**src/rtl/gcd_pkg.sv**
```systemverilog
// Shared types and defaults for the GCD requester.
// Holds the FSM state enum and the WIDTH/TIMEOUT defaults.
package gcd_pkg;

    localparam int GCD_WIDTH   = 16;
    localparam int GCD_TIMEOUT = 1023;

    typedef enum logic [1:0] {
        ST_IDLE,
        ST_ISSUE,
        ST_WAIT,
        ST_RESP
    } gcd_state_e;

endpackage

```
**src/rtl/gcd_requester_if.sv**
```systemverilog
// Job, core and response signals of the GCD requester.
// slave: requester side; master: job source, core and consumer side.
interface gcd_requester_if #(
    parameter int WIDTH = 16
);
    logic             req_valid_i;
    logic             req_ready_o;
    logic [WIDTH-1:0] req_a_i;
    logic [WIDTH-1:0] req_b_i;
    logic             gcd_start_o;
    logic [WIDTH-1:0] gcd_a_o;
    logic [WIDTH-1:0] gcd_b_o;
    logic             gcd_done_i;
    logic [WIDTH-1:0] gcd_result_i;
    logic             rsp_valid_o;
    logic             rsp_ready_i;
    logic [WIDTH-1:0] rsp_result_o;
    logic             rsp_error_o;
    logic             busy_o;

    modport slave (
        input  req_valid_i, req_a_i, req_b_i,
        input  gcd_done_i, gcd_result_i,
        input  rsp_ready_i,
        output req_ready_o,
        output gcd_start_o, gcd_a_o, gcd_b_o,
        output rsp_valid_o, rsp_result_o, rsp_error_o,
        output busy_o
    );

    modport master (
        output req_valid_i, req_a_i, req_b_i,
        output gcd_done_i, gcd_result_i,
        output rsp_ready_i,
        input  req_ready_o,
        input  gcd_start_o, gcd_a_o, gcd_b_o,
        input  rsp_valid_o, rsp_result_o, rsp_error_o,
        input  busy_o
    );

endinterface

```
**src/rtl/gcd_timeout_cnt.sv**
```systemverilog
// Saturating watchdog counter for the WAIT state.
// clr zeroes, en counts up to TIMEOUT; expired marks the cycle reaching it.
module gcd_timeout_cnt #(
    parameter int TIMEOUT = 1023
) (
    input  logic clk,
    input  logic rst_n,
    input  logic clr,
    input  logic en,
    output logic expired
);
    localparam int CW = (TIMEOUT < 1) ? 1 : $clog2(TIMEOUT + 1);
    localparam logic [CW-1:0] MAX  = CW'(TIMEOUT);
    localparam logic [CW-1:0] LAST = CW'(TIMEOUT - 1);

    logic [CW-1:0] count_q;

    always_ff @(posedge clk or negedge rst_n) begin
        if (!rst_n) begin
            count_q <= '0;
        end else if (clr) begin
            count_q <= '0;
        end else if (en && (count_q != MAX)) begin
            count_q <= count_q + 1'b1;
        end
    end

    // True in the cycle whose increment brings the count to TIMEOUT,
    // so the FSM leaves WAIT after exactly TIMEOUT cycles.
    assign expired = en && (count_q >= LAST);

endmodule

```
**src/rtl/gcd_requester.sv**
```systemverilog
// Hands one job at a time to an external GCD core with a watchdog.
// clk/rst_n plain; job, core and response signals through bus.
module gcd_requester
    import gcd_pkg::*;
#(
    parameter int WIDTH   = GCD_WIDTH,
    parameter int TIMEOUT = GCD_TIMEOUT
) (
    input  logic            clk,
    input  logic            rst_n,
    gcd_requester_if.slave  bus
);
    gcd_state_e       state_q;
    gcd_state_e       state_d;
    logic [WIDTH-1:0] a_q;
    logic [WIDTH-1:0] b_q;
    logic [WIDTH-1:0] res_q;
    logic [WIDTH-1:0] res_d;
    logic             err_q;
    logic             err_d;
    logic             load_op;
    logic             load_rsp;
    logic             cnt_clr;
    logic             cnt_en;
    logic             expired;
    logic             a_zero;
    logic             b_zero;

    assign a_zero = (bus.req_a_i == '0);
    assign b_zero = (bus.req_b_i == '0);

    always_ff @(posedge clk or negedge rst_n) begin
        if (!rst_n) begin
            state_q <= ST_IDLE;
        end else begin
            state_q <= state_d;
        end
    end

    always_comb begin
        state_d  = state_q;
        load_op  = 1'b0;
        load_rsp = 1'b0;
        res_d    = '0;
        err_d    = 1'b0;
        cnt_clr  = 1'b0;
        cnt_en   = 1'b0;
        unique case (state_q)
            ST_IDLE: begin
                if (bus.req_valid_i) begin
                    load_op = 1'b1;
                    if (!a_zero && !b_zero) begin
                        state_d = ST_ISSUE;
                    end else begin
                        // gcd(x,0)=x; 0/0 is undefined
                        load_rsp = 1'b1;
                        res_d    = bus.req_a_i | bus.req_b_i;
                        err_d    = a_zero && b_zero;
                        state_d  = ST_RESP;
                    end
                end
            end
            ST_ISSUE: begin
                cnt_clr = 1'b1;
                state_d = ST_WAIT;
            end
            ST_WAIT: begin
                cnt_en = 1'b1;
                // done has priority over a same-cycle timeout
                if (bus.gcd_done_i) begin
                    load_rsp = 1'b1;
                    res_d    = bus.gcd_result_i;
                    state_d  = ST_RESP;
                end else if (expired) begin
                    load_rsp = 1'b1;
                    err_d    = 1'b1;
                    state_d  = ST_RESP;
                end
            end
            ST_RESP: begin
                if (bus.rsp_ready_i) begin
                    state_d = ST_IDLE;
                end
            end
            default: begin
                state_d = ST_IDLE;
            end
        endcase
    end

    always_ff @(posedge clk or negedge rst_n) begin
        if (!rst_n) begin
            a_q <= '0;
            b_q <= '0;
        end else if (load_op) begin
            a_q <= bus.req_a_i;
            b_q <= bus.req_b_i;
        end
    end

    always_ff @(posedge clk or negedge rst_n) begin
        if (!rst_n) begin
            res_q <= '0;
            err_q <= 1'b0;
        end else if (load_rsp) begin
            res_q <= res_d;
            err_q <= err_d;
        end
    end

    gcd_timeout_cnt #(
        .TIMEOUT (TIMEOUT)
    ) u_wdog (
        .clk     (clk),
        .rst_n   (rst_n),
        .clr     (cnt_clr),
        .en      (cnt_en),
        .expired (expired)
    );

    // ready is masked by rst_n so it stays low while reset is held
    assign bus.req_ready_o  = rst_n && (state_q == ST_IDLE);
    assign bus.gcd_start_o  = (state_q == ST_ISSUE);
    assign bus.gcd_a_o      = a_q;
    assign bus.gcd_b_o      = b_q;
    assign bus.rsp_valid_o  = (state_q == ST_RESP);
    assign bus.rsp_result_o = res_q;
    assign bus.rsp_error_o  = err_q;
    assign bus.busy_o       = (state_q != ST_IDLE);

endmodule

```
**src/flat_wrapper.sv**
```systemverilog
// flat-port wrapper written by rule: the top's interface ports become plain ports
module gcd_requester_flat import gcd_pkg::*;
#(
    parameter int WIDTH   = GCD_WIDTH,
    parameter int TIMEOUT = GCD_TIMEOUT
)
  (clk, rst_n, bus_req_valid_i, bus_req_a_i, bus_req_b_i, bus_gcd_done_i, bus_gcd_result_i, bus_rsp_ready_i, bus_req_ready_o, bus_gcd_start_o, bus_gcd_a_o, bus_gcd_b_o, bus_rsp_valid_o, bus_rsp_result_o, bus_rsp_error_o, bus_busy_o);
  gcd_requester_if #(.WIDTH(WIDTH)) bus_i ();
  input  logic clk;
  input  logic rst_n;
  input wire logic [$bits(bus_i.req_valid_i)-1:0] bus_req_valid_i;
  input wire logic [$bits(bus_i.req_a_i)-1:0] bus_req_a_i;
  input wire logic [$bits(bus_i.req_b_i)-1:0] bus_req_b_i;
  input wire logic [$bits(bus_i.gcd_done_i)-1:0] bus_gcd_done_i;
  input wire logic [$bits(bus_i.gcd_result_i)-1:0] bus_gcd_result_i;
  input wire logic [$bits(bus_i.rsp_ready_i)-1:0] bus_rsp_ready_i;
  output wire logic [$bits(bus_i.req_ready_o)-1:0] bus_req_ready_o;
  output wire logic [$bits(bus_i.gcd_start_o)-1:0] bus_gcd_start_o;
  output wire logic [$bits(bus_i.gcd_a_o)-1:0] bus_gcd_a_o;
  output wire logic [$bits(bus_i.gcd_b_o)-1:0] bus_gcd_b_o;
  output wire logic [$bits(bus_i.rsp_valid_o)-1:0] bus_rsp_valid_o;
  output wire logic [$bits(bus_i.rsp_result_o)-1:0] bus_rsp_result_o;
  output wire logic [$bits(bus_i.rsp_error_o)-1:0] bus_rsp_error_o;
  output wire logic [$bits(bus_i.busy_o)-1:0] bus_busy_o;
  assign bus_i.req_valid_i = bus_req_valid_i;
  assign bus_i.req_a_i = bus_req_a_i;
  assign bus_i.req_b_i = bus_req_b_i;
  assign bus_i.gcd_done_i = bus_gcd_done_i;
  assign bus_i.gcd_result_i = bus_gcd_result_i;
  assign bus_i.rsp_ready_i = bus_rsp_ready_i;
  assign bus_req_ready_o = bus_i.req_ready_o;
  assign bus_gcd_start_o = bus_i.gcd_start_o;
  assign bus_gcd_a_o = bus_i.gcd_a_o;
  assign bus_gcd_b_o = bus_i.gcd_b_o;
  assign bus_rsp_valid_o = bus_i.rsp_valid_o;
  assign bus_rsp_result_o = bus_i.rsp_result_o;
  assign bus_rsp_error_o = bus_i.rsp_error_o;
  assign bus_busy_o = bus_i.busy_o;
  gcd_requester #(.WIDTH(WIDTH), .TIMEOUT(TIMEOUT)) u_core (.clk(clk), .rst_n(rst_n), .bus(bus_i));
endmodule
```
**config.mk**
```make
export PLATFORM = sky130hd
export DESIGN_NAME = gcd_requester_flat
export DESIGN_NICKNAME = d
export VERILOG_FILES = /design/src/rtl/gcd_pkg.sv /design/src/rtl/gcd_requester_if.sv /design/src/rtl/gcd_timeout_cnt.sv /design/src/rtl/gcd_requester.sv /design/src/flat_wrapper.sv
export SDC_FILE = /design/constraint.sdc
export NUM_CORES = 1
export LEC_CHECK = 0
export BUFFER_PORTS_ARGS = -buffer_cell sky130_fd_sc_hd__buf_2
export CORE_UTILIZATION = 49
export CTS_CLUSTER_DIAMETER = 50
export DETAILED_ROUTE_END_ITERATION = 12
export PLACE_DENSITY = 0.89
export SLEW_MARGIN = 30
export SYNTH_ARGS = -nofsm -noshare
export SYNTH_HDL_FRONTEND = slang
export SYNTH_SLANG_ARGS = --single-unit
```
**constraint.sdc**
```tcl
create_clock -name clk -period 2.4 [get_ports clk]
set_input_delay 0.24 -clock clk [delete_from_list [all_inputs] [get_ports clk]]
set_output_delay 0.24 -clock clk [all_outputs]
set_load 0.03 [all_outputs]
```
Word level (Yosys, flattened, before mapping)
Cells that the tools add are included.
- flip-flop bits (word level): 61
- bits of input ports: 53
- output and inout port bits: 53
- logic and storage cells: 54
- add/sub/neg operators: 1
- magnitude comparators: 1
- eq/ne operators: 7
- mux-type cells: 25
- bitwise operators: 1
- reductions and logical operators: 13
- operators by type and width (kind ; count):
    $mux W16 ; 3
    $logic_not A16 Y1 ; 2
    $pmux W16 S2 ; 1
    $mux W10 ; 2
    $or A16 B16 Y16 ; 1
    $mux W1 ; 11
    $add A10 B1 Y10 const B ; 1
    $ge A10 B10 Y1 const B ; 1
    $mux W2 ; 5
    $ne A10 B10 Y1 const B ; 1
    $pmux W2 S4 ; 1
    $logic_and A1 B1 Y1 ; 5
    $eq A2 B2 Y1 const B ; 2
    $ne A2 B2 Y1 const B ; 2
    $pmux W1 S2 ; 2
    $reduce_bool A2 Y1 ; 2
    $ne A3 B2 Y1 const B ; 1
    $reduce_and A3 Y1 ; 1
    $eq A2 B1 Y1 const B ; 1
    $logic_not A1 Y1 ; 2
    $logic_not A2 Y1 ; 1

Longest topological paths before layout
Gate-level depths: netlist of the first run.
- depth after elaboration: 6
- depth in mapped cells: 9
- depth with buffers taken out: 7

By module
Synthesis of the first run repeated with hierarchy kept, for this count alone.
- cell total of the unflattened synthesis: 337
- area total of the unflattened synthesis: 3120.5 um^2
- by module, submodules not included (module ; times used ; cells each ; area an instance (um^2) ; seq. area each (um^2)):
    gcd_requester ; 1 ; 260 ; 2403.6 ; 1276.2
    gcd_timeout_cnt ; 1 ; 77 ; 716.9 ; 250.2

Least setup slack after synthesis of the first run
Ideal clock, no wire load.
- kind: register to register
- start: reg u_core.state_q[0]
- end: reg u_core.res_q[5] (netlist: u_core.bus.rsp_result_o[5])
- library setup time: 0.125 ns
- arrival: 1.652 ns
- required time: 2.275 ns
- path slack: 0.623 ns
- cell stages (with the launch flop): 9
- path buffers: 2
- period minus slack after synthesis: 1.777 ns
- cell sequence: dfrtp_1 inv_1 ha_1 buf_2 and3_1 o211ai_2 nand3_4 buf_6 mux2_4
- word-level cells in the longest chain between the ends: 6
- elaborated cells on any way between the ends: 8
- classes of those cells: eq/ne: 1; mux: 5; reduce/logical: 2
- RTL lines (item ; line ; text):
    from (decl) ; gcd_requester.sv:13 ; gcd_state_e state_q;
    from (signal assigned) ; gcd_requester.sv:36 ; state_q <= state_d;
    $eq A2 B2 Y1 ; gcd_requester.sv:48 ; unique case (state_q)
    $mux W1 ; gcd_requester.sv:48 ;
    $logic_and A1 B1 Y1 ; gcd_timeout_cnt.sv:30 ; assign expired = en && (count_q >= LAST);
    $mux W1 ; gcd_requester.sv:74 ; end else if (expired) begin
    $mux W1 ; gcd_requester.sv:70 ; if (bus.gcd_done_i) begin
    $pmux W1 S2 ; gcd_requester.sv:48 ;
    to (signal assigned) ; gcd_requester.sv:106 ; res_q <= res_d;
    to (decl) ; gcd_requester.sv:17 ; logic [WIDTH-1:0] res_q;
Parallel ways exist; a longest one is shown, timed or not.
A chain may end at the register's enable or synchronous reset.

Final worst setup path of the first run
- start: reg u_core.state_q[0]
- end: reg u_core.res_q[3] (netlist: u_core.bus.rsp_result_o[3])
Same word-level chain as after synthesis.

==> results of run 1 <==
==> area by class of cell <==
type | instances | area (sq um)
clock buffers | 12 | 145.1
repair buffers | 108 | 548.0
inverters | 14 | 52.55
fillers | 437 | 1922
flip-flops and latches | 61 | 1526
multi-input cells | 163 | 1209
clock inverters | 4 | 47.55
well taps | 72 | 90.09
==> critical path: cells and delay by family (launching register included) <==
kind | cells | cell delay [ps]
multiplexers | 1 | 370
AND/OR/NAND/NOR | 2 | 520
AO/OA/AOI/OAI | 1 | 160
flip-flops | 1 | 420
adder cells (fa/ha/maj) | 1 | 370
buffers and inverters | 1 | 100
==> cell families after synthesis <==
logic type | after synthesis
AO/OA/AOI/OAI | 31
XOR/XNOR | 6
adder cells (fa/ha/maj) | 6
buffers and inverters | 23
flip-flops | 61
multiplexers | 41
AND/OR/NAND/NOR | 79
==> placed cells by master, fill, tap and decap left out, drive strengths merged, types with 2 or more instances in the layout <==
master	instances
buf	108
dfrtp	61
mux2	40
nor2	25
nand2	23
inv	14
clkbuf	12
o21ai	11
o221ai	9
nor4	8
nand3	8
ha	6
a21oi	4
nand4	3
and3	3
xor2	3
xnor2	3
and2	2
nor2b	2
and4	2
clkinv	2
==> cell usage after synthesis, drive strengths merged <==
cell / count / area share
dfrtp: 61 / 0.54
mux2: 40 / 0.16
nor2: 25 / 0.033
nand2: 23 / 0.031
inv: 14 / 0.019
o21ai: 11 / 0.019
o221ai: 9 / 0.028
nand3: 8 / 0.019
nor4: 8 / 0.020
buf: 7 / 0.013
ha: 6 / 0.027
a21oi: 4 / 0.0071
and3: 3 / 0.0066
nand4: 3 / 0.0066
xnor2: 3 / 0.0093
xor2: 3 / 0.0093
and2: 2 / 0.0044
and4: 2 / 0.0062
clkbuf: 2 / 0.0027
nor2b: 2 / 0.0044
a211o: 1 / 0.0031
a21o: 1 / 0.0031
a221oi: 1 / 0.0053
mux2i: 1 / 0.0035
nor3: 1 / 0.0018
o211a: 1 / 0.0035
o211ai: 1 / 0.0044
o32a: 1 / 0.0035
o32ai: 1 / 0.0031
or2: 1 / 0.0022
or3: 1 / 0.0022
==> flip-flops by register name (all words and copies together), names as in the netlist <==
signal	cells
u_core.bus.rsp_error_o	1
u_core.state_q	2
u_core.bus.rsp_result_o	16
u_core.bus.gcd_b_o	16
u_core.bus.gcd_a_o	16
u_core.u_wdog.count_q	10
==> worst paths after layout <==
check | endpoint | slack (ps) | cells after the start
min in group clk | u_core.bus.rsp_result_o[7] | 120 | 3
max in group asynchronous | u_core.bus.gcd_b_o[13] | 1810 | 2
setup / recovery | u_core.bus.rsp_result_o[3] | 340 | 6
setup reg to reg | u_core.bus.rsp_result_o[3] | 340 | 6
hold / removal | u_core.bus.gcd_a_o[1] | 50 | 2
hold reg to reg | u_core.bus.gcd_b_o[14] | 500 | 1
==> per-layer routing <==
metal	vias up	part of all wire	global-route usage
met2	127	0.49	0.4150
met1	1181	0.40	0.3083
met5	-	0.0018	0
met3	12	0.098	0.08721
li1	1097	-	-
met4	2	0.013	0.07963
==> power groups by stage <==
stage	Sequential [mW]	Combinational [mW]	Clock (mW)
floorplan	2.47	0.886	0
global placement	1.69	2.30	0
detailed placement	1.71	2.34	0
CTS	1.70	2.36	0.901
global route	1.74	2.50	0.948
finish	1.71	2.34	0.885
==> impl_metrics.yaml, run 1 <==
run_status:
  outcome: "complete, no violations"
synthesis:
  synth_compound_area_frac: 0.08042
  ys.warnings.count: 0
  synth_area_sq_um: 2831
  syn_inst: 247
  ys_ff_latch: 61
  synthXorXnorAreaFrac: 0.01856
  synth_area_per_cell_sq_um: 11.46
  seq_area_frac_synth: 0.5391
  synthSimpleGateAreaFrac: 0.1374
  synth.distinct_cells: 38
  synth_mux_area_frac: 0.1639
  syn_nets: 306
  synth_top_family_by_area: "multiplexers"
  yosys.area_share.adder: 0.02651
critical_path:
  worstPathCellList: "inv_1 > ha_1 > and3_1 > o211ai_2 > nand3_4 > mux2_2"
  start_kind: "flop"
  crit_fanout: 17
  r2r-start: "u_core.state_q[0]"
  end_kind: "flop"
  startpoint: "u_core.state_q[0]"
  max_stage_delay_ps: 420
  slowest_stage: "dfrtp_1"
  cp.arrival_ps: 2270
  critPathKind: "reg -> reg"
  worstPathRequired_ps: 2610
floorplan:
  die_w_um: 78.02
  start_util: 0.5111
  coreArea_sq_um: 5540
  die_area_sq_um: 6086
  die_h_um: 78.02
  num_io_pins: 106
  placementRows: 27
grt:
  grtUsageTotal: 0.2506
  grt_max_degree: 62
  first_global_vias: 2293
  antenna_found_initial: 1
  grt_pass1_wl_mm: 11.30
  overflow: 0
sta:
  tightestPinTransition_ps: 763.5
  maxSlewHeadroom: 0.4910
  period_needed_ps: 2058
  hold-worst-slack_ps: 50.54
  skew_ps: 10.10
  slew_violations: 0
  finalWorstSetupSlack_ps: 342.4
  fin_tns_setup_ps: 0
  fmax_mhz: 486.0
  rsz0062_at_grt: "no"
  setup_viol: 0
  hold_viol: 0
  fin_crit_sh: 0.8573
clock_network:
  htree_levels: 3
  holdBufCountCts: 0
  cts_resized: 0
  cts_tree: "done"
  cts_made_buffers: 9
  postCtsSetupBuffers: 0
  clockBufferDepth: 2
  cts.sinks: 61
  insertion_delay_ps: 340
  cts_root_buf: "clkbuf_8"
  clkSlewWorstSetupHoldPaths_ps: 70
hold_path:
  hp-class: "in -> async"
detailed_routing:
  vias: 2419
  viasPerCell: 5.574
  antenna_left: 0
  wire_per_inst_um: 16.66
  routed_wl_mm: 7.229
  drc_errors: 0
  drtIter0Drc: 163
  dr.pass1.iters: 4
placed_design:
  place_ws_ps: 309.5
  post-dp-hpwl_mm: 5.343
  dpl_cell_area_sq_um: 3426
  dp_cells: 418
  gp_congestion: 0.8064
  port_buffers: 105
layout:
  diodes: 0
  syn_to_final_growth_pct: 27.79
  postLayoutCellArea_sq_um: 3618
  fin_util: 0.6531
  final_cells: 434
  layout.nets: 416
  layout-drive-gt1-share: 0.4669
power_and_ir_drop:
  cellPowerDensity_nw_per_um2: 1364
  internal_power_mw: 2.802
  comb_power_share: 0.475
  power_switching_share: 0.4322
  p_leak_nw: 1.815
  pwr-share-clk: 0.179
  power.switching_mw: 2.133
  fin_total_pwr_mw: 4.935
  pwr-share-seq: 0.346
  ir_worst_vdd_mv: 0.7129
job:
  maxCapViolations: 0
No activity file was read; power rests on OpenSTA's default activity.
==> run 2, diff against run 1 <==
- CORE_UTILIZATION: 49 -> 53
- PLACE_DENSITY: 0.89 -> 0.94
- clock period: 2.4 -> 2.5 ns (I/O delays scaled with it)
==> run 2 against run 1 <==
Sequential share of layout area down 0.79 points. Die area is 7.4% lower. Power increased by 3.6%. Combinational power decreased by 3%. Non-clock buffer count decreased by 1. Highest routed layer is now met4. Clock skew fell by 2.9 ps. First-iteration DRC count is 25% higher. Critical path depth unchanged. Setup slack better by 130 ps. Final cell count down 0.69%.
==> impl_metrics.yaml, run 2 (synthesized netlist as in run 1, its figures left out) <==
run_status:
  outcome: "complete, no violations"
grt:
  grt_pass1_wl_mm: 12.03
  grt_max_degree: 62
  antenna_found_initial: 0
  first_global_vias: 2483
  overflow: 0
  grtUsageTotal: 0.2971
layout:
  layout-drive-gt1-share: 0.4709
  layout_commonest_cell: "buf_2"
  layout.nets: 415
  diodes: 0
  syn_to_final_growth_pct: 30.23
  n_fill_cell: 338
  most-common-layout-cells: "buf_2 (105), dfrtp_1 (61), mux2_2 (39)"
floorplan:
  die_area_sq_um: 5639
  die_w_um: 75.09
  start_util: 0.5509
  placementRows: 26
  coreArea_sq_um: 5140
  num_io_pins: 106
  die_h_um: 75.09
detailed_routing:
  antenna_left: 0
  wire_per_inst_um: 18.49
  dr.pass1.iters: 4
  routed_wl_mm: 7.970
  drtIter0Drc: 203
  drc_errors: 0
  viasPerCell: 5.877
  vias: 2533
placed_design:
  place_ws_ps: 322.8
  gp_congestion: 0.8396
  port_buffers: 105
  post-dp-hpwl_mm: 5.506
critical_path:
  path_delay_family: "flip-flops"
  r2r-start: "u_core.state_q[1]"
  end_kind: "flop"
  rr_worst_depth: 6
  slowest_stage: "dfrtp_1"
  start_kind: "flop"
  path_buf_inv: 1
  worstPathRequired_ps: 2720
  worstPathCellList: "inv_1 > ha_1 > nand2_2 > a21o_2 > nand3_4 > mux2_2"
  critPathKind: "reg -> reg"
  crit_fanout: 17
  rr_endpoint: "u_core.bus.rsp_error_o"
  startpoint: "u_core.state_q[1]"
  max_stage_delay_ps: 410
  cp.arrival_ps: 2240
  r2r_slack_ps: 470
sta:
  rsz0062_at_grt: "no"
  maxSlewHeadroom: 0.5036
  fin_tns_setup_ps: 0
  hold_viol: 0
  slew_violations: 0
  tightestPinTransition_ps: 744.6
  fin_crit_sh: 0.8101
  skew_ps: 7.163
  period_needed_ps: 2025
  finalWorstSetupSlack_ps: 474.7
  fmax_mhz: 493.7
  setup_viol: 0
clock_network:
  postCtsSetupBuffers: 0
  clockBufferDepth: 2
  cts.sinks: 61
  cts_root_buf: "clkbuf_8"
  holdBufCountCts: 0
  insertion_delay_ps: 330
  cts_tree: "done"
  clkSlewWorstSetupHoldPaths_ps: 70
  cts_made_buffers: 9
  htree_levels: 3
  cts_resized: 0
power_and_ir_drop:
  fin_total_pwr_mw: 5.111
  cellPowerDensity_nw_per_um2: 1386
  p_leak_nw: 1.850
  ir_worst_vdd_mv: 0.6800
hold_path:
  hp-class: "in -> async"
job:
  maxCapViolations: 0
==> run 2: per-stage QoR <==
stage	std cells	instance area [sq um]	utilization	hold slack, ps
2_1_floorplan	247	2831	-	-45.59
3_3_place_gp	415	3416	0.6646	470.0
3_5_place_dp	415	3416	0.6646	478.4
4_1_cts	431	3687	0.7174	140.5
5_1_grt	431	3687	0.7174	148.9
6_report	431	3687	0.7174	111.7
==> run 2: how the worst max path moves through the flow <==
stage,endpoint,slack [ps],depth (start not counted)
floorplan,u_core.bus.rsp_result_o[5],720,8
global placement,u_core.bus.rsp_result_o[3],380,6
detailed placement,u_core.bus.rsp_result_o[3],320,6
CTS,u_core.bus.rsp_error_o,480,6
global route,u_core.bus.rsp_error_o,340,6
finish,u_core.bus.rsp_error_o,470,6
==> run 2: per-layer routing <==
metal	global-route usage	up-vias	share of wire
met5	0	-	0
met4	0.1656	0	0.048
met3	0.09237	40	0.088
met2	0.4955	185	0.48
met1	0.3403	1212	0.39
li1	-	1096	-
==> run 2: cell type report <==
| type | instances | area [sq um] | share of cell area |
|---|---|---|---|
| sequential | 61 | 1526 | 0.4140 |
| multi-input combinational | 163 | 1209 | 0.3278 |
| timing repair buffer | 107 | 540.5 | 0.1466 |
| clock buffer | 10 | 137.6 | 0.03733 |
| clock inverter | 6 | 133.9 | 0.03631 |
| tap | 70 | 87.58 | 0.02375 |
| inverter | 14 | 52.55 | 0.01425 |
==> run 2: power by group <==
group          total (mW)  switching, mW  internal (mW)
combinational        2.28           1.48          0.801
sequential           1.66          0.254           1.40
clock                1.17          0.384          0.790
